`src/rtl/mdu_pkg.sv`:
```
// Shared definitions for the multiply/divide unit: funct3 encodings and the
// divider state machine encoding.
package mdu_pkg;

    localparam logic [2:0] FUNCT3_DIV  = 3'b100;
    localparam logic [2:0] FUNCT3_DIVU = 3'b101;
    localparam logic [2:0] FUNCT3_REM  = 3'b110;
    localparam logic [2:0] FUNCT3_REMU = 3'b111;

    typedef enum logic [1:0] {
        IDLE = 2'd0,
        BUSY = 2'd1,
        DONE = 2'd2
    } divstate_t;

endpackage

```
`src/rtl/divstep.sv`:
```
// One combinational restoring-division step: shift {R,Q} left, trial-subtract
// the divisor from the widened remainder, keep or restore, and emit a quotient bit.
module divstep #(
    parameter int XLEN = 32
) (
    input  logic [XLEN-1:0] R,
    input  logic [XLEN-1:0] Q,
    input  logic [XLEN-1:0] D,
    output logic [XLEN-1:0] Rnext,
    output logic [XLEN-1:0] Qnext
);

    logic [XLEN:0]   shifted;
    logic [XLEN+1:0] diff;
    logic            neg;
    logic            unused_diff;

    // R < D holds between steps, so the kept difference always fits in XLEN bits.
    always_comb begin
        shifted = {R, Q[XLEN-1]};
        diff    = {1'b0, shifted} - {2'b00, D};
        neg     = diff[XLEN+1];
        Rnext   = neg ? shifted[XLEN-1:0] : diff[XLEN-1:0];
        Qnext   = {Q[XLEN-2:0], ~neg};
    end

    assign unused_diff = diff[XLEN];

endmodule

```
`src/rtl/div_iter.sv`:
```
// Iterative radix-2 restoring divider for DIV/DIVU/REM/REMU. Holds Execute busy
// while iterating one quotient bit per cycle, then registers Q/R into Memory.
module div_iter
    import mdu_pkg::*;
#(
    parameter int XLEN    = 32,
    parameter int DIVCNTW = $clog2(XLEN) + 1
) (
    input  logic            clk,
    input  logic            reset,
    input  logic            StartE,
    input  logic            FlushE,
    input  logic            StallM,
    input  logic [XLEN-1:0] ForwardedSrcAE,
    input  logic [XLEN-1:0] ForwardedSrcBE,
    input  logic [2:0]      Funct3E,
    output logic            DivBusyE,
    output logic            DivDoneE,
    output logic [XLEN-1:0] QuotM,
    output logic [XLEN-1:0] RemM
);

    localparam logic [XLEN-1:0] MOST_NEG = {1'b1, {(XLEN-1){1'b0}}};

    divstate_t          state_reg;
    logic [DIVCNTW-1:0] cnt_reg;
    logic [XLEN-1:0]    rem_reg;
    logic [XLEN-1:0]    quo_reg;
    logic [XLEN-1:0]    dvs_reg;
    logic               negq_reg;
    logic               negr_reg;
    logic               special_reg;

    logic               is_signed;
    logic               a_neg;
    logic               b_neg;
    logic [XLEN-1:0]    abs_a;
    logic [XLEN-1:0]    abs_b;
    logic               b_zero;
    logic               ovf;
    logic [XLEN-1:0]    rem_step;
    logic [XLEN-1:0]    quo_step;
    logic [XLEN-1:0]    q_final;
    logic [XLEN-1:0]    r_final;
    logic               unused_funct3;

    // Bits [2:1] only select which result the pipeline consumes; both are produced.
    assign unused_funct3 = ^Funct3E[2:1];

    always_comb begin
        is_signed = ~Funct3E[0];
        a_neg     = is_signed & ForwardedSrcAE[XLEN-1];
        b_neg     = is_signed & ForwardedSrcBE[XLEN-1];
        abs_a     = a_neg ? (~ForwardedSrcAE + 1'b1) : ForwardedSrcAE;
        abs_b     = b_neg ? (~ForwardedSrcBE + 1'b1) : ForwardedSrcBE;
        b_zero    = (ForwardedSrcBE == '0);
        ovf       = is_signed & (ForwardedSrcAE == MOST_NEG) & (ForwardedSrcBE == '1);
    end

    divstep #(
        .XLEN (XLEN)
    ) u_divstep (
        .R     (rem_reg),
        .Q     (quo_reg),
        .D     (dvs_reg),
        .Rnext (rem_step),
        .Qnext (quo_step)
    );

    // Special-case results are stored final and must skip the sign fix.
    always_comb begin
        q_final = quo_reg;
        r_final = rem_reg;
        if (!special_reg) begin
            if (negq_reg) q_final = ~quo_reg + 1'b1;
            if (negr_reg) r_final = ~rem_reg + 1'b1;
        end
    end

    // Busy must rise in the start cycle itself so Execute stalls immediately.
    always_comb begin
        DivBusyE = 1'b0;
        case (state_reg)
            IDLE:    DivBusyE = StartE;
            BUSY:    DivBusyE = 1'b1;
            default: DivBusyE = 1'b0;
        endcase
    end

    assign DivDoneE = (state_reg == DONE);

    always_ff @(posedge clk or negedge reset) begin
        if (!reset) begin
            state_reg   <= IDLE;
            cnt_reg     <= '0;
            rem_reg     <= '0;
            quo_reg     <= '0;
            dvs_reg     <= '0;
            negq_reg    <= 1'b0;
            negr_reg    <= 1'b0;
            special_reg <= 1'b0;
            QuotM       <= '0;
            RemM        <= '0;
        end else begin
            case (state_reg)
                IDLE: begin
                    if (StartE) begin
                        negq_reg    <= is_signed & (ForwardedSrcAE[XLEN-1] ^ ForwardedSrcBE[XLEN-1]);
                        negr_reg    <= a_neg;
                        dvs_reg     <= abs_b;
                        cnt_reg     <= DIVCNTW'(XLEN);
                        special_reg <= b_zero | ovf;
                        if (b_zero) begin
                            quo_reg   <= '1;
                            rem_reg   <= ForwardedSrcAE;
                            state_reg <= DONE;
                        end else if (ovf) begin
                            quo_reg   <= ForwardedSrcAE;
                            rem_reg   <= '0;
                            state_reg <= DONE;
                        end else begin
                            quo_reg   <= abs_a;
                            rem_reg   <= '0;
                            state_reg <= BUSY;
                        end
                    end
                end
                BUSY: begin
                    if (FlushE) begin
                        state_reg <= IDLE;
                    end else begin
                        rem_reg <= rem_step;
                        quo_reg <= quo_step;
                        cnt_reg <= cnt_reg - 1'b1;
                        if (cnt_reg == DIVCNTW'(1)) state_reg <= DONE;
                    end
                end
                DONE: begin
                    if (FlushE) begin
                        state_reg <= IDLE;
                    end else if (!StallM) begin
                        QuotM     <= q_final;
                        RemM      <= r_final;
                        state_reg <= IDLE;
                    end
                end
                default: state_reg <= IDLE;
            endcase
        end
    end

endmodule
```
`config.mk`:
```
export PLATFORM = sky130hd
export DESIGN_NAME = div_iter
export DESIGN_NICKNAME = d
export VERILOG_FILES = /design/src/rtl/mdu_pkg.sv /design/src/rtl/divstep.sv /design/src/rtl/div_iter.sv
export SDC_FILE = /design/constraint.sdc
export NUM_CORES = 1
export LEC_CHECK = 0
export BUFFER_PORTS_ARGS = -buffer_cell sky130_fd_sc_hd__buf_4
export CAP_MARGIN = 10
export CORE_MARGIN = 8
export CORE_UTILIZATION = 60
export DETAILED_ROUTE_END_ITERATION = 8
export PLACE_DENSITY = 0.81
export SLEW_MARGIN = 15
export SYNTH_ARGS = -nofsm -noshare
export SYNTH_HDL_FRONTEND = slang
export SYNTH_HIERARCHICAL = 1
export SYNTH_SLANG_ARGS = --single-unit
```
`constraint.sdc`:
```
create_clock -name clk -period 3.32 [get_ports clk]
set_input_delay 0.83 -clock clk [delete_from_list [all_inputs] [get_ports clk]]
set_output_delay 0.83 -clock clk [all_outputs]
set_load 0.05 [all_outputs]
```
==> results.toml <==
[floorplan]
design.die.area_sq_um = 25830
die_width_microns = 160.7
rows = 53
ios = 138
initial_core_util_pct = 60.54
die_h_microns = 160.7
core_sq_um = 20760

[clocking]
cts_hold_buf = 0
cts_setup_buffers = 0
clk_latency_ns = 0.43
cts_tree = "yes"
h-tree-depth = 4
cts_sinks = 171
ctsLongestPathBuffers = 2
cts-root-buf = "clkbuf_16"
ctsResizeCount = 0
numCtsBuffers = 17
clkTransAtPathRegs_ns = 0.07

[finish]
design.final.nets = 1755
drive_gt1_share_pct = 18.72
diodes = 0
fin_area_sq_um = 14470
area_growth_pct = 15.17

[routing]
viasPerCell = 6.269
drtAntennaViolNets = 0
post-route-drc-count = 0
drtIter0Drc = 1207
wl_per_cell_microns = 20.47
drt_wl_total_microns = 39530
dr.pass1.iters = 5
via_count = 12110

[grt]
grt_usage_pct = 30.33
grt_pass1_vias = 11770
antenna_found_initial = 1
grt_pass1_wl_microns = 63100
grt_max_degree = 110
grt-ovfl-total = 0

[timing]
finalHoldViolCount = 0
relSlewSlack_pct = 37.14
skew_ns = 0.01061
setup_viol = 0
max_freq_mhz = 323.8
finalCriticalPeriod_ns = 3.088
rsz0062_at_grt = "no"
slew_viol_final = 0
timing.final.crit_share_pct = 93.02
tns_ns = 0
worst_pin_slew_ns = 0.9428

[synth]
synth-async-reset-ratio_pct = 100.0
yosysSeqAreaShare_pct = 34.05
yosysWarnings = 6
yosys_most_used_dff = "dfrtp_1"
netlist_instances = 1537
synth_edf_count = 0
syn-num-nets = 1649
syn_avg_cell_area_sq_um = 8.176
synth_seq_cells = 171
synth_area_sq_um = 12570
synth.distinct_cells = 83

[critical_path]
cp.required_ns = 3.63
cp.arrival_ns = 3.40
start_kind = "flip-flop"
crit_type = "flip-flop to flip-flop"
r2r_end = "rem_reg[15]"
reg2reg_depth = 9
r2r_slack_ns = 0.23
r2r-start = "rem_reg[3]"
end_kind = "flip-flop"
path_max_fanout = 14

[hold_path]
hold_path_class = "primary input to async pin"

[placement]
placed_area_sq_um = 13890
gp_congestion = 0.9478
dpl.hpwl_microns = 29910
portBuffers = 135

[pwr]
leakage_nw = 6.278
power_density_nw_per_um2 = 1229
vdd_drop_max_v = 0.0006563

[status]
outcome = "finished clean"

[flow_run]
drv_cap = 0
==> worst max-delay path by stage <==
| stage | startpoint | endpoint | slack [ns] | depth (start not counted) |
|---|---|---|---|---|
| 6_report | rem_reg[3] | rem_reg[15] | 0.23 | 9 |
| 2_1_floorplan | ForwardedSrcBE[20] | quo_reg[11] | 0.26 | 8 |
| 3_5_place_dp | ForwardedSrcBE[21] | quo_reg[4] | 0.06 | 7 |
| 5_1_grt | rem_reg[3] | rem_reg[17] | 0.07 | 10 |
| 4_1_cts | rem_reg[3] | rem_reg[26] | 0.29 | 10 |
| 3_3_place_gp | ForwardedSrcAE[19] | quo_reg[1] | 0.09 | 8 |
==> per-layer routing <==
metal	track usage [%]	vias to the layer above	wire length [microns]
met5	0	-	13
met4	13.47	2	1449
met3	6.424	92	3777
met2	45.97	618	17510
met1	41.12	5731	16780
li1	-	5662	-
==> cell families (layout without fill, tap and decap cells) <==
kind of cell / after synthesis / in the layout / share of synthesized area (%)
adders and majority gates: 40 / 40 / 4.043
AOI/OAI and AO/OA: 467 / 467 / 24.94
buffers and inverters: 173 / 292 / 6.671
xor gates and xnor gates: 130 / 130 / 9.061
muxes: 5 / 5 / 0.4979
and+or+nand+nor: 551 / 551 / 20.73
DFF: 171 / 171 / 34.05
==> stage by stage <==
step	hold WS, ns	total power (W)	util (%)	std cells	setup slack (ns)
after CTS	0.3589	0.01758	69.73	1931	0.2851
after floorplan	0.4498	0.01259	-	1537	0.2639
final	0.3407	0.01778	69.73	1931	0.2317
after detailed placement	0.4702	0.01553	66.93	1899	0.06343
after global placement	0.4619	0.01527	66.93	1899	0.09151
after global routing	0.3748	0.01901	69.73	1931	0.07052
==> worst max-delay path: stages, from the launching register on <==
cell	delay [ns]
dfrtp_1	0.48
ha_1	0.52
o2111a_1	0.32
o21ai_1	0.17
a311oi_2	0.40
nor3_4	0.07
inv_2	0.31
mux2_4	0.35
a221oi_2	0.26
nor2_1	0.08
==> cell type report <==
type	count	area, sq um
Sequential cell	171	4279
Timing Repair Buffer	200	1568
Fill cell	1744	6284
Tap cell	275	344.1
Clock inverter	15	155.1
Clock buffer	17	425.4
Multi-Input combinational cell	1193	7476
Inverter	60	225.2
==> synthesized netlist by cell type (13+ instances only) <==
library cell | n | area (sq um)
buf_2 | 16 | 80.08
buf_4 | 33 | 247.7
nor2_1 | 155 | 581.8
ha_1 | 39 | 488.0
o21ai_0 | 187 | 935.9
or3_1 | 30 | 187.7
a21o_1 | 13 | 97.59
xor2_1 | 64 | 560.5
nor4_1 | 14 | 87.58
nand2_1 | 197 | 739.5
nand3_1 | 17 | 85.08
a21oi_1 | 88 | 440.4
a31oi_1 | 14 | 87.58
inv_1 | 58 | 217.7
dfrtp_1 | 171 | 4279
a221oi_2 | 29 | 435.4
clkbuf_1 | 57 | 214.0
o31ai_1 | 30 | 225.2
nand4_1 | 23 | 143.9
xnor2_1 | 66 | 578.1
nor3_1 | 36 | 180.2
nand2b_1 | 15 | 93.84
==> placed cells by master (no fill, tap or decap), types with 7 or more instances in the layout <==
cell type / Yosys / routed
and3_1: 7 / 7
or2_2: 9 / 9
nand2_1: 197 / 196
a221oi_2: 29 / 29
o22ai_1: 12 / 12
nor2_1: 155 / 155
a21o_1: 13 / 12
inv_1: 58 / 58
xor2_1: 64 / 64
o21ai_0: 187 / 187
a31oi_1: 14 / 14
o41ai_1: 9 / 9
nand3_1: 17 / 17
a21oi_1: 88 / 87
nor3_1: 36 / 36
o31ai_1: 30 / 30
clkbuf_16: 0 / 17
nand2b_1: 15 / 15
nand4_1: 23 / 23
nor4_1: 14 / 14
or4_1: 12 / 12
o21ai_1: 12 / 12
or3_1: 30 / 29
buf_4: 33 / 194
xnor2_1: 66 / 66
dfrtp_1: 171 / 171
nor2b_1: 9 / 8
ha_1: 39 / 39
==> power breakdown <==
| group | switching [W] | internal, W |
|---|---|---|
| logic | 0.00743 | 0.00437 |
| clock network | 0.000967 | 0.00100 |
| registers | 0.000926 | 0.00309 |
| total | 0.00932 | 0.00846 |
Power figures use the tool's default switching activity.
